`src/rtl/uart_rx_deserializer_if.sv`:
```
// Receive-side UART bundle: oversample tick and serial line in, framed byte and status out.
interface uart_rx_deserializer_if #(
    parameter int unsigned DATA_BITS = 8
);
    logic                 en_rx;
    logic                 u_rx;
    logic [DATA_BITS-1:0] data_rx;
    logic                 rx_done;
    logic                 frame_err;
    logic                 rx_busy;

    modport master (
        output en_rx,
        output u_rx,
        input  data_rx,
        input  rx_done,
        input  frame_err,
        input  rx_busy
    );

    modport slave (
        input  en_rx,
        input  u_rx,
        output data_rx,
        output rx_done,
        output frame_err,
        output rx_busy
    );
endinterface

```
`src/rtl/uart_rx_deserializer.sv`:
```
// UART receiver: synchronizes the line, validates the start bit at mid-bit,
// shifts in DATA_BITS LSB-first and checks the stop bit on oversample ticks.
module uart_rx_deserializer #(
    parameter int unsigned DATA_BITS  = 8,
    parameter int unsigned OVERSAMPLE = 16
) (
    input  logic                   clk,
    input  logic                   rst_n,
    uart_rx_deserializer_if.slave  rx_if
);
    localparam int unsigned TW = $clog2(OVERSAMPLE);
    localparam int unsigned BW = $clog2(DATA_BITS + 1);

    localparam logic [TW-1:0] HALF_M1  = TW'(OVERSAMPLE / 2 - 1);
    localparam logic [TW-1:0] FULL_M1  = TW'(OVERSAMPLE - 1);
    localparam logic [BW-1:0] LAST_BIT = BW'(DATA_BITS - 1);

    typedef enum logic [1:0] {
        IDLE  = 2'd0,
        START = 2'd1,
        DATA  = 2'd2,
        STOP  = 2'd3
    } state_t;

    state_t               r_state;
    logic [1:0]           r_sync;
    logic [TW-1:0]        r_tick;
    logic [BW-1:0]        r_bit;
    logic [DATA_BITS-1:0] r_shift;
    logic [DATA_BITS-1:0] r_data;
    logic                 r_done;
    logic                 r_ferr;
    logic                 r_armed;
    logic                 w_rx_s;

    assign w_rx_s = r_sync[1];

    always_ff @(posedge clk) begin
        if (!rst_n) begin
            r_state <= IDLE;
            r_sync  <= 2'b11;
            r_tick  <= '0;
            r_bit   <= '0;
            r_shift <= '0;
            r_data  <= '0;
            r_done  <= 1'b0;
            r_ferr  <= 1'b0;
            r_armed <= 1'b1;
        end else begin
            r_sync <= {r_sync[0], rx_if.u_rx};
            r_done <= 1'b0;
            r_ferr <= 1'b0;
            if (rx_if.en_rx) begin
                case (r_state)
                    IDLE: begin
                        // A failed stop disarms until the line is seen high again.
                        if (w_rx_s) begin
                            r_armed <= 1'b1;
                        end else if (r_armed) begin
                            r_state <= START;
                            r_tick  <= '0;
                        end
                    end
                    START: begin
                        if (r_tick == HALF_M1) begin
                            if (!w_rx_s) begin
                                r_state <= DATA;
                                r_tick  <= '0;
                                r_bit   <= '0;
                            end else begin
                                r_state <= IDLE;
                            end
                        end else begin
                            r_tick <= r_tick + TW'(1);
                        end
                    end
                    DATA: begin
                        if (r_tick == FULL_M1) begin
                            r_shift <= DATA_BITS'({w_rx_s, r_shift} >> 1);
                            r_tick  <= '0;
                            r_bit   <= r_bit + BW'(1);
                            if (r_bit == LAST_BIT) begin
                                r_state <= STOP;
                            end
                        end else begin
                            r_tick <= r_tick + TW'(1);
                        end
                    end
                    STOP: begin
                        if (r_tick == FULL_M1) begin
                            if (w_rx_s) begin
                                r_data <= r_shift;
                                r_done <= 1'b1;
                            end else begin
                                r_ferr  <= 1'b1;
                                r_armed <= 1'b0;
                            end
                            r_state <= IDLE;
                            r_tick  <= '0;
                        end else begin
                            r_tick <= r_tick + TW'(1);
                        end
                    end
                    default: r_state <= IDLE;
                endcase
            end
        end
    end

    assign rx_if.data_rx   = r_data;
    assign rx_if.rx_done   = r_done;
    assign rx_if.frame_err = r_ferr;
    assign rx_if.rx_busy   = (r_state != IDLE);
endmodule

```
`src/flat_wrapper.sv`:
```
// flat-port wrapper written by rule: the top's interface ports become plain ports
module uart_rx_deserializer_flat 
#(
    parameter int unsigned DATA_BITS  = 8,
    parameter int unsigned OVERSAMPLE = 16
)
  (clk, rst_n, rx_if_en_rx, rx_if_u_rx, rx_if_data_rx, rx_if_rx_done, rx_if_frame_err, rx_if_rx_busy);
  uart_rx_deserializer_if #(.DATA_BITS(DATA_BITS)) rx_if_i ();
  input  logic clk;
  input  logic rst_n;
  input wire logic [$bits(rx_if_i.en_rx)-1:0] rx_if_en_rx;
  input wire logic [$bits(rx_if_i.u_rx)-1:0] rx_if_u_rx;
  output wire logic [$bits(rx_if_i.data_rx)-1:0] rx_if_data_rx;
  output wire logic [$bits(rx_if_i.rx_done)-1:0] rx_if_rx_done;
  output wire logic [$bits(rx_if_i.frame_err)-1:0] rx_if_frame_err;
  output wire logic [$bits(rx_if_i.rx_busy)-1:0] rx_if_rx_busy;
  assign rx_if_i.en_rx = rx_if_en_rx;
  assign rx_if_i.u_rx = rx_if_u_rx;
  assign rx_if_data_rx = rx_if_i.data_rx;
  assign rx_if_rx_done = rx_if_i.rx_done;
  assign rx_if_frame_err = rx_if_i.frame_err;
  assign rx_if_rx_busy = rx_if_i.rx_busy;
  uart_rx_deserializer #(.DATA_BITS(DATA_BITS), .OVERSAMPLE(OVERSAMPLE)) u_core (.clk(clk), .rst_n(rst_n), .rx_if(rx_if_i));
endmodule
```
`config.mk`:
```
export PLATFORM = sky130hd
export DESIGN_NAME = uart_rx_deserializer_flat
export DESIGN_NICKNAME = d
export VERILOG_FILES = /design/src/rtl/uart_rx_deserializer_if.sv /design/src/rtl/uart_rx_deserializer.sv /design/src/flat_wrapper.sv
export SDC_FILE = /design/constraint.sdc
export NUM_CORES = 1
export LEC_CHECK = 0
export ABC_AREA = 1
export CAP_MARGIN = 15
export CORE_ASPECT_RATIO = 2
export CORE_MARGIN = 5
export CORE_UTILIZATION = 45
export DETAILED_ROUTE_END_ITERATION = 8
export PLACE_DENSITY = 0.63
export SETUP_SLACK_MARGIN = 0.15
export SYNTH_ARGS = -nofsm -noshare
export SYNTH_HDL_FRONTEND = slang
export SYNTH_SLANG_ARGS = --single-unit
```
`constraint.sdc`:
```
create_clock -name clk -period 1.67 [get_ports clk]
set_input_delay 0.334 -clock clk [delete_from_list [all_inputs] [get_ports clk]]
set_output_delay 0.334 -clock clk [all_outputs]
set_load 0.05 [all_outputs]
```
## Word-level counts from Yosys, hierarchy flattened

Cells that the tools add are included.

- Add/sub/neg operators: 2
- Eq/ne operators: 16
- Mux-type cells: 23
- Reductions and logical operators: 12

Operators with widths:

| cell | number |
|---|---|
| 4-bit 2-to-1 mux | 7 |
| 2-bit 2-to-1 mux | 7 |
| 2-bit by 1-bit inequality test with 1-bit output (second input constant) | 6 |
| 4-bit one-hot mux with 3 select lines | 1 |
| 4-bit AND reduction | 3 |
| 5-bit AND reduction | 2 |
| 4-bit by 1-bit adder with 4-bit output (second input constant) | 2 |
| 4-bit by 3-bit == test with 1-bit output (second input constant) | 2 |
| 2-bit one-hot mux with 4 select lines | 1 |
| 4-bit one-hot mux with 2 select lines | 1 |
| 7-bit AND reduction | 1 |
| 2-bit inequality test (second input constant) | 3 |
| 2-bit nonzero test | 3 |
| 1-bit 2-to-1 mux | 5 |
| 2-bit == test (second input constant) | 2 |
| 4-bit == test (second input constant) | 1 |
| 3-bit inequality test (second input constant) | 1 |
| 3-bit AND reduction | 1 |
| 2-bit by 1-bit == test with 1-bit output (second input constant) | 1 |
| 2-bit logical NOT | 1 |
| 1-bit one-hot mux with 2 select lines | 1 |
| 2-bit OR reduction | 1 |

- Register bits: 31
- Input bits: 4
- Output and inout bits: 11
- Logic and storage cells: 62

## Longest topological paths before layout

- Word-level depth: 4
- Mapped depth: 9
- Depth with buffers taken out: 9

## Worst setup path before layout

OpenSTA, ideal clock, no wires.

- Path kind: flip-flop to flip-flop
- From: register u_core.r_tick[0]
- To: register u_core.r_shift[0]
- Setup time: 0.116 ns
- Arrival: 1.249 ns
- Required time: 1.554 ns
- Path slack: 0.305 ns
- Stages on the path, launching flop included: 9
- Path buffers: 0
- Period minus slack after synthesis: 1.365 ns
- Path through: dfxtp_1 ha_1 nand3_1 nor2_2 inv_1 nor2_4 inv_2 nor2_1 nor2_1

- Longest elaborated chain between the ends: 2

RTL lines:

| element | line | RTL |
|---|---|---|
| start, declared | uart_rx_deserializer.sv:27 | `logic [TW-1:0] r_tick;` |
| start signal, assigned | uart_rx_deserializer.sv:74 | `r_tick <= r_tick + TW'(1);` |
| start signal, assigned | uart_rx_deserializer.sv:86 | `r_tick <= r_tick + TW'(1);` |
| start signal, assigned | uart_rx_deserializer.sv:101 | `r_tick <= r_tick + TW'(1);` |
| 4-bit == test | uart_rx_deserializer.sv:78 | `if (r_tick == FULL_M1) begin` |
| 3-bit AND reduction (no source line) | -- |  |
| end signal, assigned | uart_rx_deserializer.sv:79 | `r_shift <= DATA_BITS'({w_rx_s, r_shift} >> 1);` |
| end, declared | uart_rx_deserializer.sv:29 | `logic [DATA_BITS-1:0] r_shift;` |

Every way passes these cells.
A chain may end at the register's enable or synchronous reset.

==> results.json <==
{
  "nNetsFinal": 217,
  "path_clk_slew_ps": 60,
  "grt_pass1_wl_mm": 5.195,
  "setup_viol": 0,
  "critPathMaxStageDelay_ps": 370,
  "period_needed_ps": 1437,
  "grt_start_max_net_pins": 21,
  "antenna_found_initial": 0,
  "max_slew_margin": 0.7969,
  "cts_buffer_depth": 2,
  "wl_per_cell_um": 12.21,
  "htreeDepth": 2,
  "fmax_mhz": 695.7,
  "postSynthCellCount": 185,
  "total_power_mw": 1.397,
  "fin_crit_sh": 0.8607,
  "dr_total_vias": 1241,
  "critPathMaxFanout": 7,
  "dr.pass1.iters": 4,
  "place_congestion": 0.8068,
  "ys_ff_latch": 31,
  "worst_ep_arrival_time_ps": 1100,
  "die-area_um2": 4212,
  "final_util": 0.5818,
  "synth.distinct_cells": 24,
  "status": "complete, no violations",
  "leakagePower_nw": 0.7410,
  "fp.dieH_um": 86.92,
  "initialDrtViolationCount": 14,
  "dp_hpwl_mm": 2.295,
  "crit_path_start_kind": "flop",
  "tritoncts": "built",
  "clock_latency_ps": 270,
  "drt-total-wl_mm": 2.943,
  "ys_warn_count": 0,
  "crit_chain": "nor2_2, inv_1, buf_12",
  "grt_usage": 0.1543,
  "hold_viol": 0,
  "cp.required_ps": 1340,
  "end_kind": "output port",
  "grt_pass1_vias": 1276,
  "ir_drop_uv": 693.5,
  "powerDensity_nw_per_um2": 826.1,
  "drv_slew": 0,
  "drive_gt1_frac": 0.2370,
  "cts_hold_buffers": 0,
  "cap_violations": 0,
  "ios": 15,
  "rows": 28,
  "diodes": 0,
  "ant_nets": 0,
  "hp-class": "flop to flop",
  "cp_top_family": "flip-flops",
  "avgSynthCellArea_um2": 7.196,
  "synth_nets": 191,
  "rsz0062_at_grt": "no",
  "fp.dieW_um": 48.46,
  "slowest_stage": "dfxtp_2",
  "cts_root_buf": "clkbuf_8",
  "drc": 0,
  "path_buf_inv": 2,
  "yosysSeqAreaShare": 0.4662,
  "worst_pin_slew_ps": 304.3,
  "core_region_area_um2": 2908,
  "netlist_area_um2": 1331,
  "placement.io_buffers": 14,
  "critical_path_class": "flop to output port",
  "overflow": 0,
  "routed_via_density": 5.149,
  "initial_core_util": 0.4578,
  "area_growth_pct": 27.07,
  "cts_buffers": 5,
  "cts.sinks": 31,
  "skew_ps": 2.452
}
layer usage:
layer  vias up  GRT usage  share of wire
met1       587     0.1269           0.35
li1        632          -              -
met5         -          0              0
met4         0    0.08088          0.024
met3         6    0.04117          0.026
met2        16     0.3131           0.60
stage by stage:
stage	std cells	setup WS (ps)	area [µm²]	hold slack [ps]	setup TNS [ps]
finish	241	232.6	1692	413.4	0
global route	241	154.3	1692	441.0	0
CTS	241	157.2	1673	415.9	0
detailed placement	233	-90.14	1538	401.6	-832.1
global placement	233	-44.71	1538	395.4	-214.0
floorplan	185	305.0	1331	392.5	0
registers in the layout (all words and copies together) (netlist names), named ones only:
| register | count |
|---|---|
| u_core.r_shift | 8 |
| u_core.rx_if.rx_done | 1 |
| u_core.r_sync | 2 |
| u_core.rx_if.data_rx | 8 |
| u_core.r_tick | 4 |
| u_core.r_bit | 4 |
| u_core.r_state | 1 |
| u_core.r_armed | 1 |
| u_core.rx_if.frame_err | 1 |
where the power goes:
group          internal (mW)  switching, mW
clock network          0.322          0.248
logic                 0.0319         0.0450
registers              0.743        0.00761
cells in the mapped netlist:
cell type	instances	share of area
nor2_4	2	0.017
inv_1	16	0.045
o21ai_1	1	0.0038
clkinv_1	1	0.0028
xor2_1	3	0.020
dfxtp_1	31	0.47
nand4_1	1	0.0047
ha_1	2	0.019
o21ai_0	18	0.068
inv_2	4	0.011
nand2_1	33	0.093
o211ai_1	1	0.0056
a21oi_1	10	0.038
nand2_2	1	0.0047
nand3_1	8	0.030
buf_2	1	0.0038
a211oi_2	1	0.0094
nand4_2	1	0.0094
buf_1	1	0.0028
nor3_1	1	0.0038
clkbuf_1	2	0.0056
nor2_1	42	0.12
or2_2	2	0.0094
nor2_2	2	0.0094
cell families after synthesis:
group	share of synthesized area
and+or+nand+nor	0.2998
AOI/OAI and AO/OA	0.1241
DFF	0.4662
buffers and inverters	0.07142
xor gates and xnor gates	0.01974
adders and majority gates	0.01879
cell usage in the layout (no fill, tap or decap), types with 2 or more instances in the layout:
master           netlist  final
clkdlybuf4s50_1        0      3
dfxtp_2                0      3
clkbuf_8               0      6
buf_4                  0     19
nor2_1                42     39
inv_2                  4      3
or2_2                  2      2
inv_1                 16     15
xor2_1                 3      3
inv_4                  0      2
nand2_1               33     33
nand3_1                8      7
o21ai_0               18     18
nor2_2                 2      4
a21oi_1               10     10
dfxtp_1               31     27
nor2_4                 2      3
path summary, 6_finish.rpt:
| path | depth (start not counted) | from | to | slack (ps) |
|---|---|---|---|---|
| worst max-delay path | 3 | flop | rx_if_rx_busy | 230 |
| worst min-delay path | 1 | u_core.r_sync[0]$_SDFF_PN1_ | u_core.r_sync[1]$_SDFF_PN1_ | 410 |
| worst max register to register | 8 | u_core.r_tick[1]$_SDFFE_PN0P_ | u_core.r_shift[1]$_SDFFE_PN0P_ | 270 |
| worst min register to register | 1 | u_core.r_sync[0]$_SDFF_PN1_ | u_core.r_sync[1]$_SDFF_PN1_ | 410 |
layout make-up:
type | instances | area [µm²]
Inverter | 21 | 83.83
Tap cell | 30 | 37.54
Fill cell | 277 | 1216
Clock inverter | 1 | 5.005
Timing Repair Buffer | 23 | 192.7
Multi-Input combinational cell | 129 | 661.9
Clock buffer | 6 | 82.58
Sequential cell | 31 | 628.1
repair_timing:
| action | CTS | global route |
|---|---|---|
| hold endpoints to repair | 0 | 0 |
| resized for setup | 10 | 7 |
| setup buffers | 1 | 0 |
| pin swaps | 2 | 3 |
| setup endpoints to repair | 20 | 15 |
Power figures use the tool's default switching activity.
